==> config.mk <==
export PLATFORM = sky130hd
export DESIGN_NAME = avalon_csr_master_flat
export DESIGN_NICKNAME = d
export VERILOG_FILES = /design/src/rtl/mac_csr_pkg.sv /design/src/rtl/avalon_csr_master_if.sv /design/src/rtl/mac_csr_watchdog.sv /design/src/rtl/avalon_csr_master.sv /design/src/flat_wrapper.sv
export SDC_FILE = /design/constraint.sdc
export NUM_CORES = 1
export LEC_CHECK = 0
export BUFFER_PORTS_ARGS = -buffer_cell sky130_fd_sc_hd__buf_4
export CAP_MARGIN = 30
export CORE_AREA = 10 10 112 114
export DETAILED_ROUTE_END_ITERATION = 10
export DIE_AREA = 0 0 122 124
export HOLD_SLACK_MARGIN = 0.03
export PLACE_DENSITY = 0.78
export REMOVE_ABC_BUFFERS = 1
export SYNTH_ARGS = -nofsm -noshare
export SYNTH_HDL_FRONTEND = slang
export SYNTH_SLANG_ARGS = --single-unit
==> constraint.sdc <==
create_clock -name clk -period 2.4 [get_ports clk]
set_input_delay 0.24 -clock clk [delete_from_list [all_inputs] [get_ports clk]]
set_output_delay 0.24 -clock clk [all_outputs]
set_load 0.03 [all_outputs]
==> src/rtl/mac_csr_pkg.sv <==
// Shared definitions for the MAC/PCS CSR access path: FSM states, the
// timeout read pattern and the default watchdog limit.
package mac_csr_pkg;

   typedef enum logic [2:0] {
      IDLE,
      WRITE,
      READ,
      READ_WAIT,
      DONE
   } csr_state_e;

   localparam logic [31:0] CSR_TIMEOUT_DATA    = 32'hDEADBEEF;
   localparam int          CSR_TIMEOUT_DEFAULT = 1024;

   function automatic logic [15:0] sat_inc16(input logic [15:0] v);
      return (v == 16'hFFFF) ? v : v + 16'd1;
   endfunction

endpackage

==> src/rtl/avalon_csr_master_if.sv <==
// Avalon-MM bus between the CSR master and the TSE MAC/PCS CSR slave.
interface avalon_csr_master_if #(
   parameter int ADDR_W = 10
) ();

   logic [ADDR_W-1:0] avm_address;
   logic              avm_write;
   logic              avm_read;
   logic [31:0]       avm_writedata;
   logic [31:0]       avm_readdata;
   logic              avm_waitrequest;
   logic              avm_readdatavalid;

   modport master (
      output avm_address, avm_write, avm_read, avm_writedata,
      input  avm_readdata, avm_waitrequest, avm_readdatavalid
   );

   modport slave (
      input  avm_address, avm_write, avm_read, avm_writedata,
      output avm_readdata, avm_waitrequest, avm_readdatavalid
   );

endinterface

==> src/rtl/mac_csr_watchdog.sv <==
// Per-transfer watchdog: counts busy cycles and flags expiry so the
// master can abort a transfer the slave never completes.
module mac_csr_watchdog #(
   parameter int TIMEOUT = 1024
) (
   input  logic clk,
   input  logic reset_n,
   input  logic clear,
   input  logic enable,
   output logic expire
);

   localparam int            CW   = $clog2(TIMEOUT);
   localparam logic [CW-1:0] LAST = CW'(TIMEOUT - 2);

   logic [CW-1:0] cnt_q, cnt_d;

   // expire fires in the (TIMEOUT-1)th busy cycle, so DONE lands exactly
   // TIMEOUT cycles after the request was sampled in IDLE
   assign expire = enable && (cnt_q == LAST);

   always_comb begin
      cnt_d = cnt_q;
      if (clear)
         cnt_d = '0;
      else if (enable && (cnt_q != LAST))
         cnt_d = cnt_q + CW'(1);
   end

   always_ff @(posedge clk or negedge reset_n) begin
      if (!reset_n)
         cnt_q <= '0;
      else
         cnt_q <= cnt_d;
   end

endmodule

==> src/rtl/avalon_csr_master.sv <==
// Executes single-word CSR read/write requests from the MAC init sequencer
// as Avalon-MM master transfers, with per-transfer timeout and error count.
//
//   state     | meaning
//   ----------+-----------------------------------------------------
//   IDLE      | waiting for wr_rq / rd_rq (write has priority)
//   WRITE     | avm_write held until waitrequest drops
//   READ      | avm_read held until waitrequest drops
//   READ_WAIT | read accepted, waiting for readdatavalid
//   DONE      | one-cycle completion pulse, requests not sampled
module avalon_csr_master
   import mac_csr_pkg::*;
#(
   parameter int ADDR_W    = 10,
   parameter int BYTE_ADDR = 0,
   parameter int TIMEOUT   = CSR_TIMEOUT_DEFAULT
) (
   input  logic        clk,
   input  logic        reset_n,
   input  logic        wr_rq,
   input  logic        rd_rq,
   input  logic [31:0] wr_adr,
   input  logic [31:0] rd_adr,
   input  logic [31:0] wr_data,
   output logic        action_done,
   output logic        rd_valid,
   output logic [31:0] rd_data,
   output logic        err,
   output logic [15:0] err_cnt,
   avalon_csr_master_if.master avm
);

   csr_state_e        state_q, state_d;
   logic [ADDR_W-1:0] addr_q, addr_d;
   logic [31:0]       wdata_q, wdata_d;
   logic              write_q, write_d;
   logic              read_q, read_d;
   logic              done_q, done_d;
   logic              rd_valid_q, rd_valid_d;
   logic [31:0]       rd_data_q, rd_data_d;
   logic              err_q, err_d;
   logic [15:0]       err_cnt_q, err_cnt_d;
   logic              abort_rd;
   logic              busy;
   logic              expire;
   logic              unused_adr;

   assign unused_adr = ^{wr_adr, rd_adr};

   function automatic logic [ADDR_W-1:0] map_adr(input logic [31:0] a);
      if (BYTE_ADDR != 0)
         return {a[ADDR_W-3:0], 2'b00};
      else
         return a[ADDR_W-1:0];
   endfunction

   assign busy = (state_q == WRITE) || (state_q == READ) || (state_q == READ_WAIT);

   mac_csr_watchdog #(.TIMEOUT(TIMEOUT)) u_watchdog (
      .clk     (clk),
      .reset_n (reset_n),
      .clear   (!busy),
      .enable  (busy),
      .expire  (expire)
   );

   always_comb begin
      state_d    = state_q;
      addr_d     = addr_q;
      wdata_d    = wdata_q;
      write_d    = write_q;
      read_d     = read_q;
      done_d     = 1'b0;
      rd_valid_d = 1'b0;
      rd_data_d  = rd_data_q;
      err_d      = 1'b0;
      err_cnt_d  = err_cnt_q;
      abort_rd   = 1'b0;

      case (state_q)
         IDLE: begin
            if (wr_rq) begin
               addr_d  = map_adr(wr_adr);
               wdata_d = wr_data;
               write_d = 1'b1;
               state_d = WRITE;
            end else if (rd_rq) begin
               addr_d  = map_adr(rd_adr);
               read_d  = 1'b1;
               state_d = READ;
            end
         end
         WRITE: begin
            // an accepted write completes cleanly even on the expiry cycle
            if (!avm.avm_waitrequest) begin
               write_d = 1'b0;
               done_d  = 1'b1;
               state_d = DONE;
            end else if (expire) begin
               write_d   = 1'b0;
               done_d    = 1'b1;
               err_d     = 1'b1;
               err_cnt_d = sat_inc16(err_cnt_q);
               state_d   = DONE;
            end
         end
         READ: begin
            if (expire)
               abort_rd = 1'b1;
            else if (!avm.avm_waitrequest) begin
               read_d  = 1'b0;
               state_d = READ_WAIT;
            end
         end
         READ_WAIT: begin
            if (avm.avm_readdatavalid) begin
               rd_data_d  = avm.avm_readdata;
               rd_valid_d = 1'b1;
               done_d     = 1'b1;
               state_d    = DONE;
            end else if (expire)
               abort_rd = 1'b1;
         end
         DONE: state_d = IDLE;
         default: state_d = IDLE;
      endcase

      if (abort_rd) begin
         read_d     = 1'b0;
         rd_data_d  = CSR_TIMEOUT_DATA;
         rd_valid_d = 1'b1;
         done_d     = 1'b1;
         err_d      = 1'b1;
         err_cnt_d  = sat_inc16(err_cnt_q);
         state_d    = DONE;
      end
   end

   always_ff @(posedge clk or negedge reset_n) begin
      if (!reset_n) begin
         state_q    <= IDLE;
         addr_q     <= '0;
         wdata_q    <= '0;
         write_q    <= 1'b0;
         read_q     <= 1'b0;
         done_q     <= 1'b0;
         rd_valid_q <= 1'b0;
         rd_data_q  <= '0;
         err_q      <= 1'b0;
         err_cnt_q  <= '0;
      end else begin
         state_q    <= state_d;
         addr_q     <= addr_d;
         wdata_q    <= wdata_d;
         write_q    <= write_d;
         read_q     <= read_d;
         done_q     <= done_d;
         rd_valid_q <= rd_valid_d;
         rd_data_q  <= rd_data_d;
         err_q      <= err_d;
         err_cnt_q  <= err_cnt_d;
      end
   end

   assign action_done       = done_q;
   assign rd_valid          = rd_valid_q;
   assign rd_data           = rd_data_q;
   assign err               = err_q;
   assign err_cnt           = err_cnt_q;
   assign avm.avm_address   = addr_q;
   assign avm.avm_write     = write_q;
   assign avm.avm_read      = read_q;
   assign avm.avm_writedata = wdata_q;

endmodule

==> src/flat_wrapper.sv <==
// flat-port wrapper written by rule: the top's interface ports become plain ports
module avalon_csr_master_flat import mac_csr_pkg::*;
#(
   parameter int ADDR_W    = 10,
   parameter int BYTE_ADDR = 0,
   parameter int TIMEOUT   = CSR_TIMEOUT_DEFAULT
)
  (clk, reset_n, wr_rq, rd_rq, wr_adr, rd_adr, wr_data, action_done, rd_valid, rd_data, err, err_cnt, avm_avm_address, avm_avm_write, avm_avm_read, avm_avm_writedata, avm_avm_readdata, avm_avm_waitrequest, avm_avm_readdatavalid);
  avalon_csr_master_if #(.ADDR_W(ADDR_W)) avm_i ();
  input  logic clk;
  input  logic reset_n;
  input  logic wr_rq;
  input  logic rd_rq;
  input  logic [31:0] wr_adr;
  input  logic [31:0] rd_adr;
  input  logic [31:0] wr_data;
  output logic action_done;
  output logic rd_valid;
  output logic [31:0] rd_data;
  output logic err;
  output logic [15:0] err_cnt;
  output wire logic [$bits(avm_i.avm_address)-1:0] avm_avm_address;
  output wire logic [$bits(avm_i.avm_write)-1:0] avm_avm_write;
  output wire logic [$bits(avm_i.avm_read)-1:0] avm_avm_read;
  output wire logic [$bits(avm_i.avm_writedata)-1:0] avm_avm_writedata;
  input wire logic [$bits(avm_i.avm_readdata)-1:0] avm_avm_readdata;
  input wire logic [$bits(avm_i.avm_waitrequest)-1:0] avm_avm_waitrequest;
  input wire logic [$bits(avm_i.avm_readdatavalid)-1:0] avm_avm_readdatavalid;
  assign avm_avm_address = avm_i.avm_address;
  assign avm_avm_write = avm_i.avm_write;
  assign avm_avm_read = avm_i.avm_read;
  assign avm_avm_writedata = avm_i.avm_writedata;
  assign avm_i.avm_readdata = avm_avm_readdata;
  assign avm_i.avm_waitrequest = avm_avm_waitrequest;
  assign avm_i.avm_readdatavalid = avm_avm_readdatavalid;
  avalon_csr_master #(.ADDR_W(ADDR_W), .BYTE_ADDR(BYTE_ADDR), .TIMEOUT(TIMEOUT)) u_core (.clk(clk), .reset_n(reset_n), .wr_rq(wr_rq), .rd_rq(rd_rq), .wr_adr(wr_adr), .rd_adr(rd_adr), .wr_data(wr_data), .action_done(action_done), .rd_valid(rd_valid), .rd_data(rd_data), .err(err), .err_cnt(err_cnt), .avm(avm_i));
endmodule
==> metrics.csv, run 1 <==
stage;metric;value;unit
clocking;cts-root-buf;clkbuf_8;
detailed_routing;antenna_left;0;
clocking;post-cts-setup-buffers;0;
sta;fin_crit_sh;92.2;%
power_and_ir_drop;p_leak;0.00333;uW
floorplan;io_pins;229;
critical_path;startpoint_type;flip-flop;
logic_synthesis;syn_inst;381;
min_path;hold_path_depth;3;
sta;rsz0062_at_grt;false;
clocking;clock_sinks;108;
layout;multi_input_area;1780;um2
critical_path;critical-path-max-stage-delay;0.41;ns
critical_path;critPathKind;reg2reg;
detailed_routing;dr.pass1.iters;4;
logic_synthesis;synthArstFlopShare;100;%
run;cap_violations;0;
layout;finalNetCount;706;
sta;max_slew_margin;51.6;%
detailed_routing;drt-total-wl;12400;um
clocking;cts_buffers;9;
logic_synthesis;synth.top_cell.area_share;58.9;%
place;hpwl;9680;um
logic_synthesis;synth_xor_area_share;3.79;%
global_routing;antenna_found_initial;0;
power_and_ir_drop;p_per_area;1230;nW/um2
floorplan;dieArea;15100;um2
logic_synthesis;synth.most_common_cell;dfrtp_1;
layout;layout-drive-gt1-share;44.3;%
critical_path;critPathCaptureType;flip-flop;
logic_synthesis;yosysTopAreaCell;dfrtp_1;
place;gp_congestion;0.766;
place;io_buffers;184;
logic_synthesis;syn_avg_cell_area;12.0;um2
logic_synthesis;synth_commonest_cells;dfrtp_1 (108), mux2i_1 (43), nor2_1 (39);
logic_synthesis;synth_seq_cells;108;
global_routing;overflow;0;
logic_synthesis;synth_top_family_by_area;multiplexers;
clocking;clock_path_buffers;2;
critical_path;critPathArrivalTime;2.47;ns
critical_path;crit_chain;inv_1 > ha_1 > nand3_2 > or3_1 > buf_4 > a311oi_2 > buf_4 > nand4_1 > xnor2_1;
power_and_ir_drop;ir_worst_vdd;749;uV
logic_synthesis;synth_edf_count;0;
detailed_routing;drtIter0Drc;174;
logic_synthesis;synth_flop_cell;dfrtp_1;
logic_synthesis;ys_seq_area_share;58.9;%
sta;whs;0.0786;ns
min_path;worstHoldPathType;in2reg;
clocking;htree_levels;3;
logic_synthesis;ys_types;45;
sta;hold_viol;0;
critical_path;cp.required;2.65;ns
outcome;status;finished, final reports clean;
sta;setup_viol;0;
global_routing;grt_pass1_vias;3713;
layout;fillers;805;
critical_path;worst-r2r-cell-count;9;
detailed_routing;drc;0;
floorplan;die_w;122;um
logic_synthesis;syn-cell-area;4590;um2
sta;drv_slew;0;
clocking;cts_tree;done;
power_and_ir_drop;p_total;7800;uW
clocking;clk_pin_slew;0.10;ns
floorplan;die_h;124;um
critical_path;cpMaxStageDelayCell;dfrtp_1;
clocking;clock_latency;0.37;ns
layout;area_growth;38.4;%
sta;skew;0.0106;ns
logic_synthesis;synth-adder-area-share;0.818;%
logic_synthesis;synthMuxAreaShare;17.2;%
logic_synthesis;synthTopCellsByArea;dfrtp_1 (59%), mux2i_1 (9.4%), mux2_2 (7.9%), nor2_1 (3.2%), nand2_1 (3.0%);
floorplan;core_region_area;10200;um2
layout;seqCellArea;2700;um2
detailed_routing;num_vias;3557;
floorplan;rows;37;
global_routing;grt_max_degree;56;
floorplan;initial_core_util;44.8;%
sta;min_period;2.21;ns
critical_path;crit_path_max_fanout;10;
logic_synthesis;synth_compound_area_share;4.69;%
logic_synthesis;yosys.area_share.simple;12.2;%
sta;fmax;0.452;GHz
detailed_routing;routedWlPerCell;17.4;um
layout;antenna_cells;0;
global_routing;grt_pass1_wl;18900;um
sta;worst_pin_slew;0.726;ns
critical_path;cp_common_cell;buf_4;
logic_synthesis;yosysWarnings;0;
global_routing;track_usage;15.8;%
detailed_routing;vias_per_cell;5.01;
==> repair_timing <==
| action | CTS | global route |
|---|---|---|
| hold endpoints to repair | 53 | 0 |
| hold buffers | 1 | 0 |
| gates resized for setup | 0 | 1 |
| endpoints found under the setup margin | 0 | 1 |
==> final timing paths <==
check	start	endpoint	slack, ns
hold reg to reg	u_core.err_cnt[13]$_DFFE_PN0P_	u_core.err_cnt[13]$_DFFE_PN0P_	0.51
setup / recovery	u_core.u_watchdog.cnt_q[0]$_DFFE_PN0P_	u_core.err_cnt[3]$_DFFE_PN0P_	0.19
hold / removal	avm_avm_readdata[0]	u_core.rd_data[0]$_DFFE_PN0P_	0.08
max in group asynchronous	reset_n	u_core.avm.avm_writedata[16]$_DFFE_PN0P_	1.22
setup reg to reg	u_core.u_watchdog.cnt_q[0]$_DFFE_PN0P_	u_core.err_cnt[3]$_DFFE_PN0P_	0.19
min in group asynchronous	reset_n	u_core.rd_data[21]$_DFFE_PN0P_	0.47
==> critical path: cells and delay by family, from the launching register on <==
family,cells,cell delay [ns]
AOI/OAI and AO/OA,1,0.24
xor gates and xnor gates,1,0.15
adders and majority gates,1,0.18
buffers and inverters,3,0.50
DFF,1,0.41
and+or+nand+nor,3,0.62
==> metal layers <==
metal	share of wire, %	GRT usage, %	up-vias	wire, um
li1	-	-	1689	-
met1	38	17.0	1720	4690
met2	51	27.1	125	6370
met3	8.4	6.38	23	1050
met4	2.2	6.71	0	276
met5	0	0	-	0
==> metrics by stage <==
stage | cell area [um2] | setup WS [ns] | util [%] | cells | TNS [ns]
final | 6350 | 0.186 | 62.1 | 710 | 0
after global routing | 6350 | 0.0449 | 62.1 | 710 | 0
after CTS | 6340 | 0.167 | 62.0 | 710 | 0
after detailed placement | 6150 | 0.210 | 60.1 | 693 | 0
after global placement | 6150 | 0.239 | 60.1 | 693 | 0
after floorplan | 4500 | -0.192 | - | 361 | -6.03
==> cell usage in the layout, fill, tap and decap left out, types with 2 or more instances in the layout <==
| cell type | instances |
|---|---|
| clkbuf_8 | 10 |
| a21oi_1 | 14 |
| nor3_1 | 9 |
| mux2_2 | 32 |
| inv_6 | 3 |
| clkinvlp_4 | 2 |
| inv_1 | 5 |
| or3_1 | 2 |
| o21a_1 | 2 |
| mux2i_1 | 43 |
| and3_1 | 2 |
| nor2_1 | 39 |
| nand4_1 | 7 |
| nor3_2 | 2 |
| ha_1 | 3 |
| xor2_1 | 3 |
| xnor2_1 | 15 |
| buf_4 | 195 |
| dfrtp_1 | 108 |
| nand3_1 | 9 |
| nand2_1 | 37 |
| o21ai_0 | 5 |
| a31oi_1 | 2 |
==> cell families after synthesis <==
group                      count (synthesis)
AOI/OAI and AO/OA                         32
xor gates and xnor gates                  19
adders and majority gates                  3
buffers and inverters                     25
DFF                                      108
muxes                                     75
and+or+nand+nor                          119
==> power by group <==
part	internal (uW)	switching [uW]	total, uW	leakage [uW]
Combinational	1540	2300	3840	0.00191
Clock	418	633	1050	0.0000870
Sequential	2500	414	2910	0.00134
==> cell type report <==
class | count | share of cell area, %
Tap cell | 136 | 2.68
Sequential cell | 108 | 42.6
Multi-Input combinational cell | 248 | 28.1
Timing Repair Buffer | 197 | 23.5
Clock inverter | 5 | 0.650
Clock buffer | 11 | 2.23
Inverter | 5 | 0.296
==> sequential cells by signal (all words and copies together) (netlist names) <==
name,cells
u_core.action_done,1
u_core.avm.avm_address,10
u_core.avm.avm_read,1
u_core.avm.avm_write,1
u_core.avm.avm_writedata,32
u_core.err,1
u_core.err_cnt,16
u_core.rd_data,32
u_core.rd_valid,1
u_core.state_q,3
u_core.u_watchdog.cnt_q,10
Note: power is estimated with default switching activity, not from simulation.
==> run 2, diff against run 1 <==
==> constraint.sdc (replaced) <==
create_clock -name clk -period 2.4 [get_ports clk]
set_input_delay 0.12 -clock clk [delete_from_list [all_inputs] [get_ports clk]]
set_output_delay 0.12 -clock clk [all_outputs]
set_load 0.03 [all_outputs]
==> run 2 against run 1 <==
  * Die area is the same
  * Total power grew 5.1%
  * Utilization grew 6.7 points
  * Critical path depth shrank 2
  * Critical endpoint is now u_core.err_cnt[5]$_DFFE_PN0P_
  * Largest power group unchanged
==> metrics.csv, run 2 (same netlist as run 1, synthesis figures left out) <==
stage;metric;value;unit
detailed_routing;vias_per_cell;4.94;
detailed_routing;dr.pass1.iters;4;
critical_path;critPathArrivalTime;2.54;ns
detailed_routing;antenna_left;0;
min_path;worstHoldPathType;in2reg;
power_and_ir_drop;p_leak;0.00362;uW
sta;worst_slack;0.118;ns
power_and_ir_drop;p_comb_share;48.7;%
layout;finalNetCount;768;
floorplan;dieArea;15100;um2
clocking;clk_pin_slew;0.10;ns
power_and_ir_drop;p_per_area;1170;nW/um2
global_routing;grt_pass1_vias;4224;
clocking;htree_levels;3;
layout;layout_commonest_cell;buf_4;
outcome;status;finished, final reports clean;
floorplan;die_h;124;um
clocking;clock_path_buffers;2;
detailed_routing;drtIter0Drc;236;
clocking;cts_resized;0;
critical_path;crit_path_max_fanout;8;
critical_path;critPathKind;reg2reg;
sta;worst_pin_slew;0.816;ns
layout;area_growth;53.5;%
sta;hold_viol;0;
clocking;clock_latency;0.38;ns
detailed_routing;routedWlPerCell;18.2;um
global_routing;grt_max_degree;65;
floorplan;rows;37;
place;hpwl;9750;um
layout;layout-drive-gt1-share;39.6;%
power_and_ir_drop;swShare;42.5;%
clocking;hold_buffers;65;
critical_path;startpoint_type;flip-flop;
run;cap_violations;0;
sta;rsz0062_at_grt;false;
clocking;clock_sinks;108;
critical_path;cp.required;2.65;ns
sta;fin_crit_sh;95.1;%
place;gp_congestion;0.775;
critical_path;critPathCaptureType;flip-flop;
sta;skew;0.0151;ns
power_and_ir_drop;switchingPower;3480;uW
sta;min_period;2.28;ns
floorplan;io_pins;229;
detailed_routing;num_vias;3828;
sta;drv_slew;0;
power_and_ir_drop;intPower;4720;uW
place;io_buffers;184;
clocking;cts_tree;done;
place;pre_cts_ws;0.138;ns
detailed_routing;drt-total-wl;14100;um
detailed_routing;drc;0;
sta;setup_viol;0;
power_and_ir_drop;ir_worst_vdd;979;uV
floorplan;die_w;122;um
floorplan;core_region_area;10200;um2
global_routing;overflow;0;
global_routing;antenna_found_initial;3;
layout;mostFrequentLayoutCells;buf_4 (192), dfrtp_1 (108), dlygate4sd3_1 (65);
sta;max_slew_margin;45.6;%
global_routing;grt_pass1_wl;22200;um
floorplan;initial_core_util;44.8;%
power_and_ir_drop;seqPwrFrac;36.0;%
sta;fmax;0.438;GHz
power_and_ir_drop;clkPwrFrac;15.4;%
clocking;cts_buffers;9;
clocking;cts-root-buf;clkbuf_8;
global_routing;track_usage;18.5;%
clocking;post-cts-setup-buffers;0;
sta;whs;0.0517;ns
run 2: worst paths after layout:
kind	startpoint	to	slack, ns	cells past startpoint
worst max-delay path	u_core.u_watchdog.cnt_q[0]$_DFFE_PN0P_	u_core.err_cnt[5]$_DFFE_PN0P_	0.12	7
worst min-delay path	rd_adr[2]	u_core.avm.avm_address[2]$_DFFE_PN0P_	0.05	3
worst max register to register	u_core.u_watchdog.cnt_q[0]$_DFFE_PN0P_	u_core.err_cnt[5]$_DFFE_PN0P_	0.12	7
worst min register to register	u_core.err_cnt[13]$_DFFE_PN0P_	u_core.err_cnt[13]$_DFFE_PN0P_	0.50	1
max in group asynchronous	reset_n	u_core.rd_data[30]$_DFFE_PN0P_	1.21	3
min in group asynchronous	reset_n	u_core.rd_data[11]$_DFFE_PN0P_	0.37	2
run 2: power by group through the flow:
stage / Sequential [uW] / Combinational (uW) / Clock, uW
2_1_floorplan: 4190 / 1050 / 0
3_3_place_gp: 2910 / 3840 / 0
3_5_place_dp: 2960 / 3910 / 0
4_1_cts: 2930 / 4000 / 1300
5_1_grt: 3050 / 4240 / 1380
6_report: 2950 / 3990 / 1260
run 2: metal layers:
layer  wire length [um]  GRT usage, %  vias up
met3               1080          6.33       32
met1               5140          20.5     1843
li1                   -             -     1809
met2               7430          31.2      144
met4                471          8.94        0
met5                  0             0        -
run 2: through the flow:
step                instances  util, %  total power [uW]  setup TNS [ns]  cell area, um2
finish                    775     68.8              8200               0            7040
global route              775     68.8              8660               0            7040
CTS                       772     68.7              8220               0            7030
detailed placement        691     60.1              6870               0            6150
global placement          691     60.1              6750               0            6150
floorplan                 361        -              5230           -6.03            4500
run 2: layout make-up:
type,instances,area [um2]
Inverter,5,18.8
Antenna cell,3,7.51
Multi-Input combinational cell,248,1780
Clock inverter,7,108
Timing Repair Buffer,259,2130
Tap cell,136,170
Sequential cell,108,2700
Fill cell,721,3190
Clock buffer,9,124
run 2: worst max-delay path, stage by stage, from the launching register on:
cell and delay, ns:
dfrtp_1 0.41, inv_1 0.10, ha_1 0.18, nand3_2 0.08
or3_1 0.47, a311o_4 0.43, or3_4 0.38, xnor2_2 0.13
==> run 3, diff against run 2 <==
- MAX_ROUTING_LAYER: not set -> met4
- PLACE_DENSITY: 0.78 -> 0.82
==> run 3 against run 2 <==
  * First-iteration DRC count shrank 18%
  * Largest power group unchanged
  * Fmax up 4.6%
  * Cell area up 0.23%
  * Critical endpoint is now u_core.err_cnt[3]$_DFFE_PN0P_
  * Routed wire length down 1.5%
==> metrics.csv, run 3 (same netlist as run 1, synthesis figures left out) <==
stage;metric;value;unit
outcome;status;finished, final reports clean;
sta;rsz0062_at_grt;false;
global_routing;antenna_found_initial;2;
clocking;post-cts-setup-buffers;0;
power_and_ir_drop;seqPwrFrac;36.5;%
floorplan;rows;37;
sta;drv_slew;0;
sta;hold_viol;0;
sta;worst_pin_slew;0.764;ns
global_routing;grt_pass1_vias;4335;
detailed_routing;drc;0;
power_and_ir_drop;p_per_area;1140;nW/um2
critical_path;critPathKind;reg2reg;
detailed_routing;dr.pass1.iters;4;
clocking;clock_path_buffers;2;
layout;finalCoreUtilization;69.0;%
critical_path;r2r-end;u_core.err_cnt[3]$_DFFE_PN0P_;
min_path;worstHoldEndpoint;u_core.avm.avm_address[8]$_DFFE_PN0P_;
clocking;cts_buffers;9;
power_and_ir_drop;p_comb_share;50.4;%
power_and_ir_drop;clkPwrFrac;13.1;%
critical_path;worst-r2r-cell-count;9;
critical_path;cp.required;2.65;ns
sta;worst_slack;0.218;ns
critical_path;crit_path_max_fanout;10;
sta;fmax;0.458;GHz
critical_path;cp_top_family;simple AND/OR/NAND/NOR gates;
global_routing;grt_pass1_wl;22100;um
critical_path;cp_common_cell;buf_4;
power_and_ir_drop;intPower;4550;uW
clocking;cts-root-buf;clkbuf_8;
detailed_routing;drtIter0Drc;194;
sta;skew;0.0101;ns
layout;finalNetCount;775;
sta;min_period;2.18;ns
layout;mostFrequentLayoutCells;buf_4 (195), dfrtp_1 (108), dlygate4sd3_1 (69);
place;pre_cts_ws;0.178;ns
layout;layout_commonest_cell;buf_4;
global_routing;overflow;0;
floorplan;die_w;122;um
critical_path;critical-path-max-stage-delay;0.42;ns
floorplan;core_region_area;10200;um2
place;hpwl;9590;um
clocking;htree_levels;3;
floorplan;initial_core_util;44.8;%
detailed_routing;drt-total-wl;13900;um
power_and_ir_drop;swShare;43.2;%
power_and_ir_drop;p_leak;0.00363;uW
min_path;hold_start;wr_adr[8];
detailed_routing;vias_per_cell;4.93;
sta;setup_viol;0;
place;gp_congestion;0.842;
run;cap_violations;0;
layout;layout-drive-gt1-share;39.7;%
detailed_routing;antenna_left;0;
layout;area_growth;53.8;%
critical_path;critPathCaptureType;flip-flop;
sta;whs;0.0397;ns
detailed_routing;routedWlPerCell;17.8;um
clocking;cts_tree;done;
global_routing;track_usage;19.0;%
min_path;hold_path_depth;3;
critical_path;r2r_setup_slack;0.22;ns
min_path;worstHoldPathType;in2reg;
clocking;clock_latency;0.38;ns
critical_path;crit_buf_inv;3;
global_routing;grt_max_degree;61;
detailed_routing;num_vias;3849;
critical_path;crit_chain;inv_1 > ha_1 > nand3_2 > or3_4 > buf_4 > a311oi_2 > buf_4 > nand4_1 > xnor2_1;
floorplan;dieArea;15100;um2
power_and_ir_drop;ir_worst_vdd;762;uV
critical_path;cpMaxStageDelayCell;dfrtp_1;
sta;max_slew_margin;49.1;%
sta;fin_crit_sh;90.9;%
power_and_ir_drop;switchingPower;3470;uW
floorplan;io_pins;229;
critical_path;startpoint_type;flip-flop;
clocking;clk_pin_slew;0.11;ns
floorplan;die_h;124;um
place;io_buffers;184;
critical_path;critPathArrivalTime;2.43;ns
critical_path;r2r-start;u_core.u_watchdog.cnt_q[0]$_DFFE_PN0P_;
clocking;clock_sinks;108;
==> run 3: cell count changes in the layout (fill, tap and decap cells not counted), sizes merged <==
cell,previous run,this run
clkinv,2,0
inv,7,9
dlygate4sd3,65,69
buf,194,197
bufinv,2,0
diode,3,2
clkbuf,9,10
clkinvlp,1,2
==> run 3: how the worst max path moves through the flow <==
| stage | startpoint | endpoint | slack (ns) | depth (start not counted) |
|---|---|---|---|---|
| floorplan | u_core.state_q[2]$_DFFE_PN0P_ | u_core.rd_data[0]$_DFFE_PN0P_ | -0.19 | 3 |
| global placement | u_core.u_watchdog.cnt_q[0]$_DFFE_PN0P_ | u_core.err_cnt[5]$_DFFE_PN0P_ | 0.22 | 7 |
| detailed placement | u_core.u_watchdog.cnt_q[0]$_DFFE_PN0P_ | u_core.err_cnt[3]$_DFFE_PN0P_ | 0.18 | 9 |
| CTS | u_core.u_watchdog.cnt_q[0]$_DFFE_PN0P_ | u_core.err_cnt[3]$_DFFE_PN0P_ | 0.14 | 9 |
| global route | u_core.u_watchdog.cnt_q[0]$_DFFE_PN0P_ | u_core.err_cnt[3]$_DFFE_PN0P_ | 0.04 | 9 |
| finish | u_core.u_watchdog.cnt_q[0]$_DFFE_PN0P_ | u_core.err_cnt[3]$_DFFE_PN0P_ | 0.22 | 9 |
==> run 3: area by class of cell <==
class	instances	area, um2
Multi-Input combinational cell	248	1780
Inverter	5	18.8
Timing Repair Buffer	266	2190
Tap cell	136	170
Antenna cell	2	5.00
Sequential cell	108	2700
Clock buffer	10	128
Fill cell	696	3180
Clock inverter	6	55.1
==> run 3: tightest hold or removal path: stages <==
cell and delay [ns]:
buf_4 0.08, mux2i_1 0.06, a21oi_1 0.13
==> run 3: per-stage QoR <==
step / total power, uW / cells / TNS, ns / instance area, um2
after CTS: 8050 / 779 / 0 / 7050
after floorplan: 5230 / 361 / -6.03 / 4500
after global routing: 8490 / 781 / 0 / 7060
final: 8020 / 781 / 0 / 7060
after global placement: 6760 / 694 / 0 / 6170
after detailed placement: 6900 / 694 / 0 / 6170
==> run 3: metal layers <==
metal / share of wire (%) / GRT usage (%)
met5: 0 / -
met4: 2.0 / 8.35
met3: 8.6 / 6.88
met2: 51 / 31.2
met1: 38 / 20.5
==> run 3: repair_timing <==
action,in CTS,in global routing
hold buffers,69,0
setup endpoints to repair,0,2
hold endpoints to repair,125,0
resized for setup,0,1
==> run 3: power groups by stage <==
| stage | clock network (uW) | registers, uW | logic, uW |
|---|---|---|---|
| CTS | 1090 | 2920 | 4040 |
| global route | 1160 | 3020 | 4310 |
| detailed placement | 0 | 2950 | 3950 |
| floorplan | 0 | 4190 | 1050 |
| global placement | 0 | 2900 | 3860 |
| finish | 1050 | 2930 | 4040 |
